### config.mk
export PLATFORM = sky130hd
export DESIGN_NAME = ramc_load_addr_gen
export DESIGN_NICKNAME = d
export VERILOG_FILES = /design/src/rtl/ntt_load_pkg.sv /design/src/rtl/ramc_load_addr_gen.sv
export SDC_FILE = /design/constraint.sdc
export NUM_CORES = 1
export LEC_CHECK = 0
export CORE_MARGIN = 3
export CORE_UTILIZATION = 40
export DETAILED_ROUTE_END_ITERATION = 8
export HOLD_SLACK_MARGIN = 0.08
export PLACE_DENSITY = 0.77
export SLEW_MARGIN = 20
export SYNTH_ARGS = -nofsm -noshare
export SYNTH_HDL_FRONTEND = slang
export SYNTH_SLANG_ARGS = --single-unit
### constraint.sdc
create_clock -name clk -period 2.86 [get_ports clk]
set_input_delay 0.572 -clock clk [delete_from_list [all_inputs] [get_ports clk]]
set_output_delay 0.572 -clock clk [all_outputs]
set_load 0.05 [all_outputs]
### src/rtl/ntt_load_pkg.sv
// Shared types and width helpers for the twiddle-table load path.
package ntt_load_pkg;

    typedef enum logic [1:0] {
        IDLE = 2'd0,
        LOAD = 2'd1,
        DONE = 2'd2
    } load_state_t;

    localparam int TW_DEPTH = 128;

    // Entry address plus one MSB used as the load-complete flag.
    function automatic int addr_width(input int depth);
        return $clog2(depth) + 1;
    endfunction

    // Pair counter indexes DEPTH/2 even/odd pairs.
    function automatic int pair_width(input int depth);
        return $clog2(depth) - 1;
    endfunction

    function automatic int dwell_width(input int rom_lat);
        return ($clog2(rom_lat + 1) < 1) ? 1 : $clog2(rom_lat + 1);
    endfunction

endpackage

### src/rtl/ramc_load_addr_gen.sv
// Sweeps the twiddle ROM in even/odd address pairs, holding each pair for
// ROM_LAT+1 cycles, then parks both addresses on the load-complete flag.
module ramc_load_addr_gen
    import ntt_load_pkg::*;
#(
    parameter int DEPTH   = TW_DEPTH,
    parameter int ROM_LAT = 1,
    parameter int AW      = addr_width(DEPTH)
) (
    input  logic          clk,
    input  logic          reset,
    input  logic          start,
    input  logic          abort,
    output logic [AW-1:0] addr_a,
    output logic [AW-1:0] addr_b,
    output logic          busy,
    output logic          done,
    output logic [1:0]    state_dbg
);

    localparam int KW = pair_width(DEPTH);
    localparam int DW = dwell_width(ROM_LAT);

    localparam logic [KW-1:0] K_LAST    = KW'(DEPTH / 2 - 1);
    localparam logic [DW-1:0] D_LAST    = DW'(ROM_LAT);
    localparam logic [AW-1:0] IDLE_A    = '0;
    localparam logic [AW-1:0] IDLE_B    = AW'(1);
    localparam logic [AW-1:0] FLAG_ADDR = {1'b1, {(AW-1){1'b0}}};

    load_state_t   state, state_n;
    logic [KW-1:0] k, k_n;
    logic [DW-1:0] d, d_n;
    logic [AW-1:0] addr_a_n, addr_b_n;
    logic          busy_n, done_n;

    assign state_dbg = state;

    always_ff @(posedge clk or posedge reset) begin
        if (reset) begin
            state  <= IDLE;
            k      <= '0;
            d      <= '0;
            addr_a <= IDLE_A;
            addr_b <= IDLE_B;
            busy   <= 1'b0;
            done   <= 1'b0;
        end else begin
            state  <= state_n;
            k      <= k_n;
            d      <= d_n;
            addr_a <= addr_a_n;
            addr_b <= addr_b_n;
            busy   <= busy_n;
            done   <= done_n;
        end
    end

    // Outputs are registered from next-state values so they line up with state.
    always_comb begin
        state_n  = state;
        k_n      = k;
        d_n      = d;
        addr_a_n = addr_a;
        addr_b_n = addr_b;
        busy_n   = busy;
        done_n   = done;
        case (state)
            IDLE: begin
                k_n      = '0;
                d_n      = '0;
                addr_a_n = IDLE_A;
                addr_b_n = IDLE_B;
                busy_n   = 1'b0;
                done_n   = 1'b0;
                if (start && !abort) begin
                    state_n = LOAD;
                    busy_n  = 1'b1;
                end
            end
            LOAD: begin
                if (abort) begin
                    state_n  = IDLE;
                    k_n      = '0;
                    d_n      = '0;
                    addr_a_n = IDLE_A;
                    addr_b_n = IDLE_B;
                    busy_n   = 1'b0;
                end else if (d == D_LAST) begin
                    d_n = '0;
                    if (k == K_LAST) begin
                        state_n  = DONE;
                        addr_a_n = FLAG_ADDR;
                        addr_b_n = FLAG_ADDR;
                        busy_n   = 1'b0;
                        done_n   = 1'b1;
                    end else begin
                        k_n      = k + 1'b1;
                        addr_a_n = AW'({k + 1'b1, 1'b0});
                        addr_b_n = AW'({k + 1'b1, 1'b1});
                    end
                end else begin
                    d_n = d + 1'b1;
                end
            end
            DONE: begin
                // Terminal: the downstream loader has frozen on the flag.
                addr_a_n = FLAG_ADDR;
                addr_b_n = FLAG_ADDR;
                busy_n   = 1'b0;
                done_n   = 1'b1;
            end
            default: begin
                state_n = IDLE;
            end
        endcase
    end

endmodule

==> metrics.md, run 1 <==
| Metric | Value |
|---|---|
| CP Max Fanout | `2` |
| Crit path buf inv count | `1` |
| Die Wd | `58.8 microns` |
| Maximum vdd ir drop | `0.000525 V` |
| Arr. time, crit path | `1.63 ns` |
| Category of the most critical setup path | `flop to output port` |
| CTS Hold Bufs | `0` |
| Core area | `2570 sq um` |
| Setup repair bufs after CTS | `0` |
| Critical path endpoint category | `output port` |
| Max Cap Viol | `0` |
| HP Class | `flop to flop` |
| TNS Setup | `0 ns` |
| Final cell count without fillers | `153` |
| Root Buffer | `clkbuf_4` |
| Yosys top cell area share | `40.4%` |
| Reg power frac | `36.8%` |
| Final antenna-violating net count | `0` |
| # setup viols final | `0` |
| # clock sinks | `19` |
| Initial Utilization | `43.4%` |
| Yosys top cell by area | `dfrtp_1` |
| Die area | `3460 sq um` |
| Largest net degree at the start of global routing | `20` |
| Row count | `18` |
| Syn Inst Count | `108` |
| Status | `finished clean` |
| Number of flops mapped to enable cells by yosys | `0` |
| # diodes | `0` |
| Residual DRC | `0` |
| Netlist cell types | `37` |
| Avg WL per Cell | `14.1 microns` |
| Final Skew | `0.00275 ns` |
| Worst slew pin tran | `0.682 ns` |
| CTS buffer count | `3` |
| WHS Endpoint | `addr_b[0]$_DFFE_PP1P_` |
| Leakage power | `0.565 nW` |
| First-pass detailed-route iteration total | `4` |
| I/O Buffers | `22` |
| Switch Pwr | `433 uW` |
| Final min period | `2.20 ns` |
| Layout cells sized above 1 | `14.6%` |
| Syn Std Cell Area | `1110 sq um` |
| Initial drt markers | `18` |
| Period utilisation layout | `76.9%` |
| RSZ-0062 raised after global routing | `no` |
| Hold depth | `2` |
| Worst r2r src | `state_dbg[1]$_DFFE_PP0P_` |
| Max_slew headroom | `54.5%` |
| Ys flop type | `dfrtp_1` |
| Sequential fraction of the synthesis area | `42.8%` |
| WP data required | `2.29 ns` |
| Die Ht | `58.8 microns` |
| R2R setup slack | `1.00 ns` |
| Detailed placement HPWL | `1730 microns` |
| Clk slew on worst S/H paths | `0.09 ns` |
| Routability cong. | `0.911` |
| Count of synthesis-stage warnings from yosys | `0` |
| Worst reg-to-reg path cell count | `6` |
| Post-Synthesis Net Count | `117` |
| Clock power frac | `13.0%` |
| Power per Cell Area | `751 nW/um^2` |
| Area grow syn2layout | `18.0%` |
| Synth async-reset ratio | `100%` |
| Global route total overflow | `0` |
| Internal power | `554 uW` |
| Crit-path slowest cell | `clkdlybuf4s50_1` |
| Worst-skew pair later-pin latency | `0.29 ns` |
| FMAX | `0.455 GHz` |
| # nets final | `133` |
| Comb pwr share | `50.2%` |
| Initial antenna violation count | `0` |
| Boundary Pins | `24` |
| Critical path, cell by cell | `clkdlybuf4s50_1` |
| Cells resized by post-CTS repair | `0` |
| FF-to-FF End | `busy$_DFFE_PP0P_` |
| #FFs+latches synth | `19` |
| Avg Cell Area, Syn | `10.3 sq um` |
| Synth area leaders | `dfrtp_1 40%, buf_4 6.1%, ha_1 5.6%` |
| Worst setup SP type | `flop` |
| Critical path's top delay family | `buffers and inverters` |
| Switching share of total power | `43.9%` |
| First-pass GRT wire length | `3650 microns` |
| CTS Buffer Depth | `2` |
| Vias per cell | `5.28` |
| Vias post-DR | `808` |
| CTS tree | `built` |
| Slew Viols, Final | `0` |
| Pre-CTS WS | `0.685 ns` |
| Placed insts | `149` |
| Hold_sp | `addr_b[0]$_DFFE_PP1P_` |
| Crit path largest cell delay | `0.79 ns` |
| Hold Vio Cnt, Final | `0` |
| Worst setup slack after layout | `0.661 ns` |
| Drt total wl | `2160 microns` |
| CTS HTree Levels | `1` |
| Vias in the first global route | `808` |
| Gr usage total | `13.7%` |
-- power groups by stage --
stage	Combinational, mW	Sequential (mW)	Clock [mW]
global placement	0.492	0.364	0
global route	0.534	0.372	0.146
detailed placement	0.503	0.367	0
floorplan	0.290	0.471	0
finish	0.496	0.363	0.128
CTS	0.503	0.362	0.134
-- metal layers --
metal | up-vias | part of all wire, % | global-route usage [%]
met5 | - | 0 | 0
met4 | 0 | 1.6 | 4.53
met3 | 4 | 6.3 | 3.95
met2 | 25 | 49 | 23.7
met1 | 380 | 43 | 16.3
li1 | 399 | - | -
-- state kept, by name, indices dropped and copies added, names as in the netlist --
signal,cells
addr_b,7
k,6
state_dbg,2
addr_a,1
busy,1
d,1
done,1
-- placed cells by master, fill, tap and decap left out, drive strengths merged --
| master | count |
|---|---|
| nand2 | 8 |
| mux2 | 5 |
| nand4 | 1 |
| inv | 7 |
| o31ai | 4 |
| and3 | 1 |
| o41ai | 1 |
| conb | 1 |
| a21o | 2 |
| dfrtp | 18 |
| o2bb2ai | 2 |
| nand3 | 6 |
| and2b | 1 |
| a22o | 1 |
| o21bai | 1 |
| dfstp | 1 |
| xor2 | 3 |
| a32o | 1 |
| clkdlybuf4s50 | 22 |
| ha | 5 |
| o21ai | 2 |
| o2111ai | 1 |
| a21oi | 7 |
| o21a | 1 |
| nor3b | 1 |
| a211o | 1 |
| nand2b | 2 |
| o22ai | 2 |
| clkbuf | 4 |
| nor2 | 10 |
| xnor2 | 1 |
-- Yosys cell counts, drive strengths merged, types with 3 or more instances --
library cell,instances
a21oi,7
nor2,10
ha,5
dfrtp,18
nand2,8
inv,7
o31ai,4
mux2,5
xor2,3
nand3,6
buf,11
-- how the worst max path moves through the flow --
stage / start / to / slack [ns] / cells past startpoint
6_report: addr_b[0]$_DFFE_PP1P_ / addr_b[0] / 0.66 / 1
5_1_grt: addr_b[0]$_DFFE_PP1P_ / addr_b[0] / 0.61 / 1
4_1_cts: addr_b[0]$_DFFE_PP1P_ / addr_b[0] / 0.65 / 1
3_5_place_dp: abort / busy$_DFFE_PP0P_ / 0.68 / 5
3_3_place_gp: abort / busy$_DFFE_PP0P_ / 0.72 / 5
2_1_floorplan: state_dbg[1]$_DFFE_PP0P_ / k[3]$_DFFE_PP0P_ / 0.89 / 7
-- cells by family (layout without fill, tap and decap cells) --
| family | after synthesis | in the layout | share of synthesized area, % |
|---|---|---|---|
| xor gates and xnor gates | 4 | 4 | 3.14 |
| adders and majority gates | 5 | 5 | 5.61 |
| buffers and inverters | 18 | 33 | 9.88 |
| other | 1 | 1 | 0.336 |
| DFF | 19 | 19 | 42.8 |
| and+or+nand+nor | 30 | 30 | 12.7 |
| muxes | 5 | 5 | 6.06 |
| AOI/OAI and AO/OA | 26 | 26 | 19.5 |
-- layout make-up --
class                           instances  area, sq um
Timing Repair Buffer                   22          220
Sequential cell                        19          477
Inverter                                7         26.3
Multi-Input combinational cell         71          528
Clock buffer                            4         26.3
Fill cell                             245         1250
Tap cell                               30         37.5
-- per-stage QoR --
| step | cell area [sq um] | utilization, % | hold slack (ns) | power, mW |
|---|---|---|---|---|
| 2_1_floorplan | 1110 | - | 0.504 | 0.760 |
| 6_report | 1320 | 51.2 | 0.492 | 0.987 |
| 5_1_grt | 1320 | 51.2 | 0.531 | 1.05 |
| 4_1_cts | 1320 | 51.2 | 0.492 | 1.00 |
| 3_5_place_dp | 1290 | 50.2 | 0.477 | 0.870 |
| 3_3_place_gp | 1290 | 50.2 | 0.476 | 0.855 |
(Power assumes the default switching activity.)
==> inputs of run 2 (changes only) <==
--- a/config.mk
+++ b/config.mk
@@ -9,7 +9,7 @@
 export CORE_UTILIZATION = 40
 export DETAILED_ROUTE_END_ITERATION = 8
 export HOLD_SLACK_MARGIN = 0.08
-export PLACE_DENSITY = 0.77
+export PLACE_DENSITY = 0.8
 export SLEW_MARGIN = 20
 export SYNTH_ARGS = -nofsm -noshare
 export SYNTH_HDL_FRONTEND = slang
==> constraint.sdc (replaced) <==
create_clock -name clk -period 2.01 [get_ports clk]
set_input_delay 0.402 -clock clk [delete_from_list [all_inputs] [get_ports clk]]
set_output_delay 0.402 -clock clk [all_outputs]
set_load 0.05 [all_outputs]
==> run 2 against run 1 <==
Net effect:
- sequential power increased by 42%
- worst setup slack got worse by 0.57 ns
- hold slack got worse by 0.088 ns
- first-iteration DRC count increased by 33%
- final area increased by 1.9%
- routed wire length unchanged
- clock skew increased by 0.0029 ns
- critical path type unchanged
- critical endpoint is now addr_b[3]
==> metrics.md, run 2 (synthesis gave the netlist of run 1 again) <==
| Metric | Value |
|---|---|
| WP data required | `1.61 ns (was 2.29 ns)` |
| Max Cap Viol | `0 (unchanged)` |
| Period utilisation layout | `95.6%` |
| First-pass GRT wire length | `3740 microns (was 3650 microns)` |
| Core area | `2570 sq um (unchanged)` |
| Residual DRC | `0 (unchanged)` |
| Die area | `3460 sq um (unchanged)` |
| Drt total wl | `2160 microns (unchanged)` |
| CTS buffer count | `3 (unchanged)` |
| Maximum vdd ir drop | `0.000831 V (was 0.000525 V)` |
| Storage element area | `477 sq um (unchanged)` |
| Internal power | `802 uW (was 554 uW)` |
| Switch Pwr | `642 uW (was 433 uW)` |
| Area grow syn2layout | `20.2% (was 18.0%)` |
| Largest register FFs | `7 (unchanged)` |
| Avg WL per Cell | `13.8 microns (was 14.1 microns)` |
| # nets final | `136 (was 133)` |
| Largest net degree at the start of global routing | `20 (unchanged)` |
| CTS Hold Bufs | `0 (unchanged)` |
| Crit path largest cell delay | `0.81 ns (was 0.79 ns)` |
| Worst reg-to-reg path cell count | `6 (unchanged)` |
| Clock power frac | `13.9% (was 13.0%)` |
| Vias post-DR | `814 (was 808)` |
| Routability cong. | `0.892 (was 0.911)` |
| Fillers | `240 (was 245)` |
| Row count | `18 (unchanged)` |
| Detailed placement HPWL | `1710 microns (was 1730 microns)` |
| Critical path endpoint category | `output port (unchanged)` |
| Root Buffer | `clkbuf_4 (unchanged)` |
| Comb pwr share | `50.5% (was 50.2%)` |
| Initial Utilization | `43.4% (unchanged)` |
| Multi-input gate area | `528 sq um (unchanged)` |
| Crit-path slowest cell | `clkdlybuf4s50_1 (unchanged)` |
| Hold Vio Cnt, Final | `0 (unchanged)` |
| Final Skew | `0.00565 ns (was 0.00275 ns)` |
| Crit path buf inv count | `1 (unchanged)` |
| Clk slew on worst S/H paths | `0.11 ns (was 0.09 ns)` |
| FMAX | `0.521 GHz` |
| Max_slew headroom | `66.2% (was 54.5%)` |
| I/O Buffers | `22 (unchanged)` |
| Power per Cell Area | `1080 nW/um^2 (was 751 nW/um^2)` |
| CTS HTree Levels | `1 (unchanged)` |
| Initial drt markers | `24 (was 18)` |
| Biggest register | `addr_b (unchanged)` |
| Leakage power | `0.607 nW (was 0.565 nW)` |
| Final min period | `1.92 ns` |
| Placed Area | `1310 sq um (was 1290 sq um)` |
| Arr. time, crit path | `1.52 ns (was 1.63 ns)` |
| Layout cells sized above 1 | `17.5% (was 14.6%)` |
| Boundary Pins | `24 (unchanged)` |
| RSZ-0062 raised after global routing | `no (unchanged)` |
| Most common cell after layout, fill and taps aside | `clkdlybuf4s50_1 (unchanged)` |
| Initial antenna violation count | `0 (unchanged)` |
| Crit. path cell count | `1 (unchanged)` |
| CTS Buffer Depth | `2 (unchanged)` |
| Hold slack | `0.404 ns (was 0.492 ns)` |
| Critical path's top delay family | `buffers and inverters (unchanged)` |
| Final antenna-violating net count | `0 (unchanged)` |
| Overall Power | `1.44 mW (was 987 uW)` |
| Die Wd | `58.8 microns (unchanged)` |
| Design area | `1340 sq um (was 1320 sq um)` |
| Vias per cell | `5.22 (was 5.28)` |
| Die Ht | `58.8 microns (unchanged)` |
| Vias in the first global route | `823 (was 808)` |
| CTS tree | `built (unchanged)` |
| CP Max Fanout | `3 (was 2)` |
| Status | `finished clean (unchanged)` |
| Worst-skew pair later-pin latency | `0.31 ns (was 0.29 ns)` |
| Worst setup SP type | `flop (unchanged)` |
| # diodes | `0 (unchanged)` |
| # clock sinks | `19 (unchanged)` |
| Category of the most critical setup path | `flop to output port (unchanged)` |
| Gr usage total | `14.2% (was 13.7%)` |
| First-pass detailed-route iteration total | `4 (unchanged)` |
| Switching share of total power | `44.5% (was 43.9%)` |
| HP Class | `input pin to asynchronous set/reset pin (was flop to flop)` |
| Critical path, cell by cell | `clkdlybuf4s50_1 (unchanged)` |
| Most frequent cells in the layout | `19 x clkdlybuf4s50_1, 18 x dfrtp_1, 10 x nor2_1 (was 22 x clkdlybuf4s50_1, 18 x dfrtp_1, 10 x nor2_1)` |
| TNS Setup | `0 ns (unchanged)` |
| # setup viols final | `0 (unchanged)` |
| Reg power frac | `35.6% (was 36.8%)` |
| Slew Viols, Final | `0 (unchanged)` |
| Global route total overflow | `0 (unchanged)` |
| Worst slew pin tran | `0.506 ns (was 0.682 ns)` |
[run 2: path summary, 6_finish.rpt]
kind / startpoint / endpoint / slack, ns
worst max-delay path: addr_b[3]$_DFFE_PP0P_ / addr_b[3] / 0.09
worst min-delay path: reset / addr_b[4]$_DFFE_PP0P_ / 0.40
worst max register to register: state_dbg[1]$_DFFE_PP0P_ / k[4]$_DFFE_PP0P_ / 0.22
worst min register to register: addr_b[0]$_DFFE_PP1P_ / addr_b[0]$_DFFE_PP1P_ / 0.49
max in group asynchronous: reset / addr_b[0]$_DFFE_PP1P_ / 1.35
min in group clk: addr_b[0]$_DFFE_PP1P_ / addr_b[0]$_DFFE_PP1P_ / 0.49
[run 2: layout make-up]
| type | instances | share of cell area, % |
|---|---|---|
| sequential | 19 | 35.6 |
| timing repair buffer | 25 | 18.3 |
| tap | 30 | 2.80 |
| multi-input combinational | 71 | 39.4 |
| inverter | 7 | 1.96 |
| clock buffer | 4 | 1.96 |
[run 2: worst register-to-register path, cell delays in order, from the launching register on]
cell      delay, ns
dfrtp_1        0.45
inv_1          0.10
ha_1           0.31
nand2b_2       0.16
o22ai_2        0.20
a21o_4         0.15
mux2_4         0.30
[run 2: power by group through the flow]
stage | registers [mW] | clock network, mW | logic (mW)
2_1_floorplan | 0.670 | 0 | 0.412
3_3_place_gp | 0.519 | 0 | 0.716
3_5_place_dp | 0.525 | 0 | 0.735
4_1_cts | 0.515 | 0.203 | 0.737
5_1_grt | 0.529 | 0.219 | 0.785
6_report | 0.514 | 0.200 | 0.729
[run 2: stage by stage]
stage | setup WS [ns] | utilization [%] | instances
detailed placement | 0.0906 | 51.0 | 152
global route | 0.0394 | 52.2 | 156
global placement | 0.133 | 51.0 | 152
finish | 0.0892 | 52.2 | 156
CTS | 0.0185 | 52.0 | 156
floorplan | 0.0366 | - | 108
[run 2: per-layer routing]
layer	vias to the layer above	share of wire, %	global-route usage [%]
li1	405	-	-
met1	378	46	17.4
met2	26	46	23.8
met3	5	5.4	1.97
met4	0	2.5	7.77
met5	-	0	0
[run 2: repair_timing]
item | in CTS | in global routing
hold endpoints to repair | 0 | 0
resized for setup | 0 | 2
setup buffers | 0 | 0
setup endpoints to repair | 0 | 2
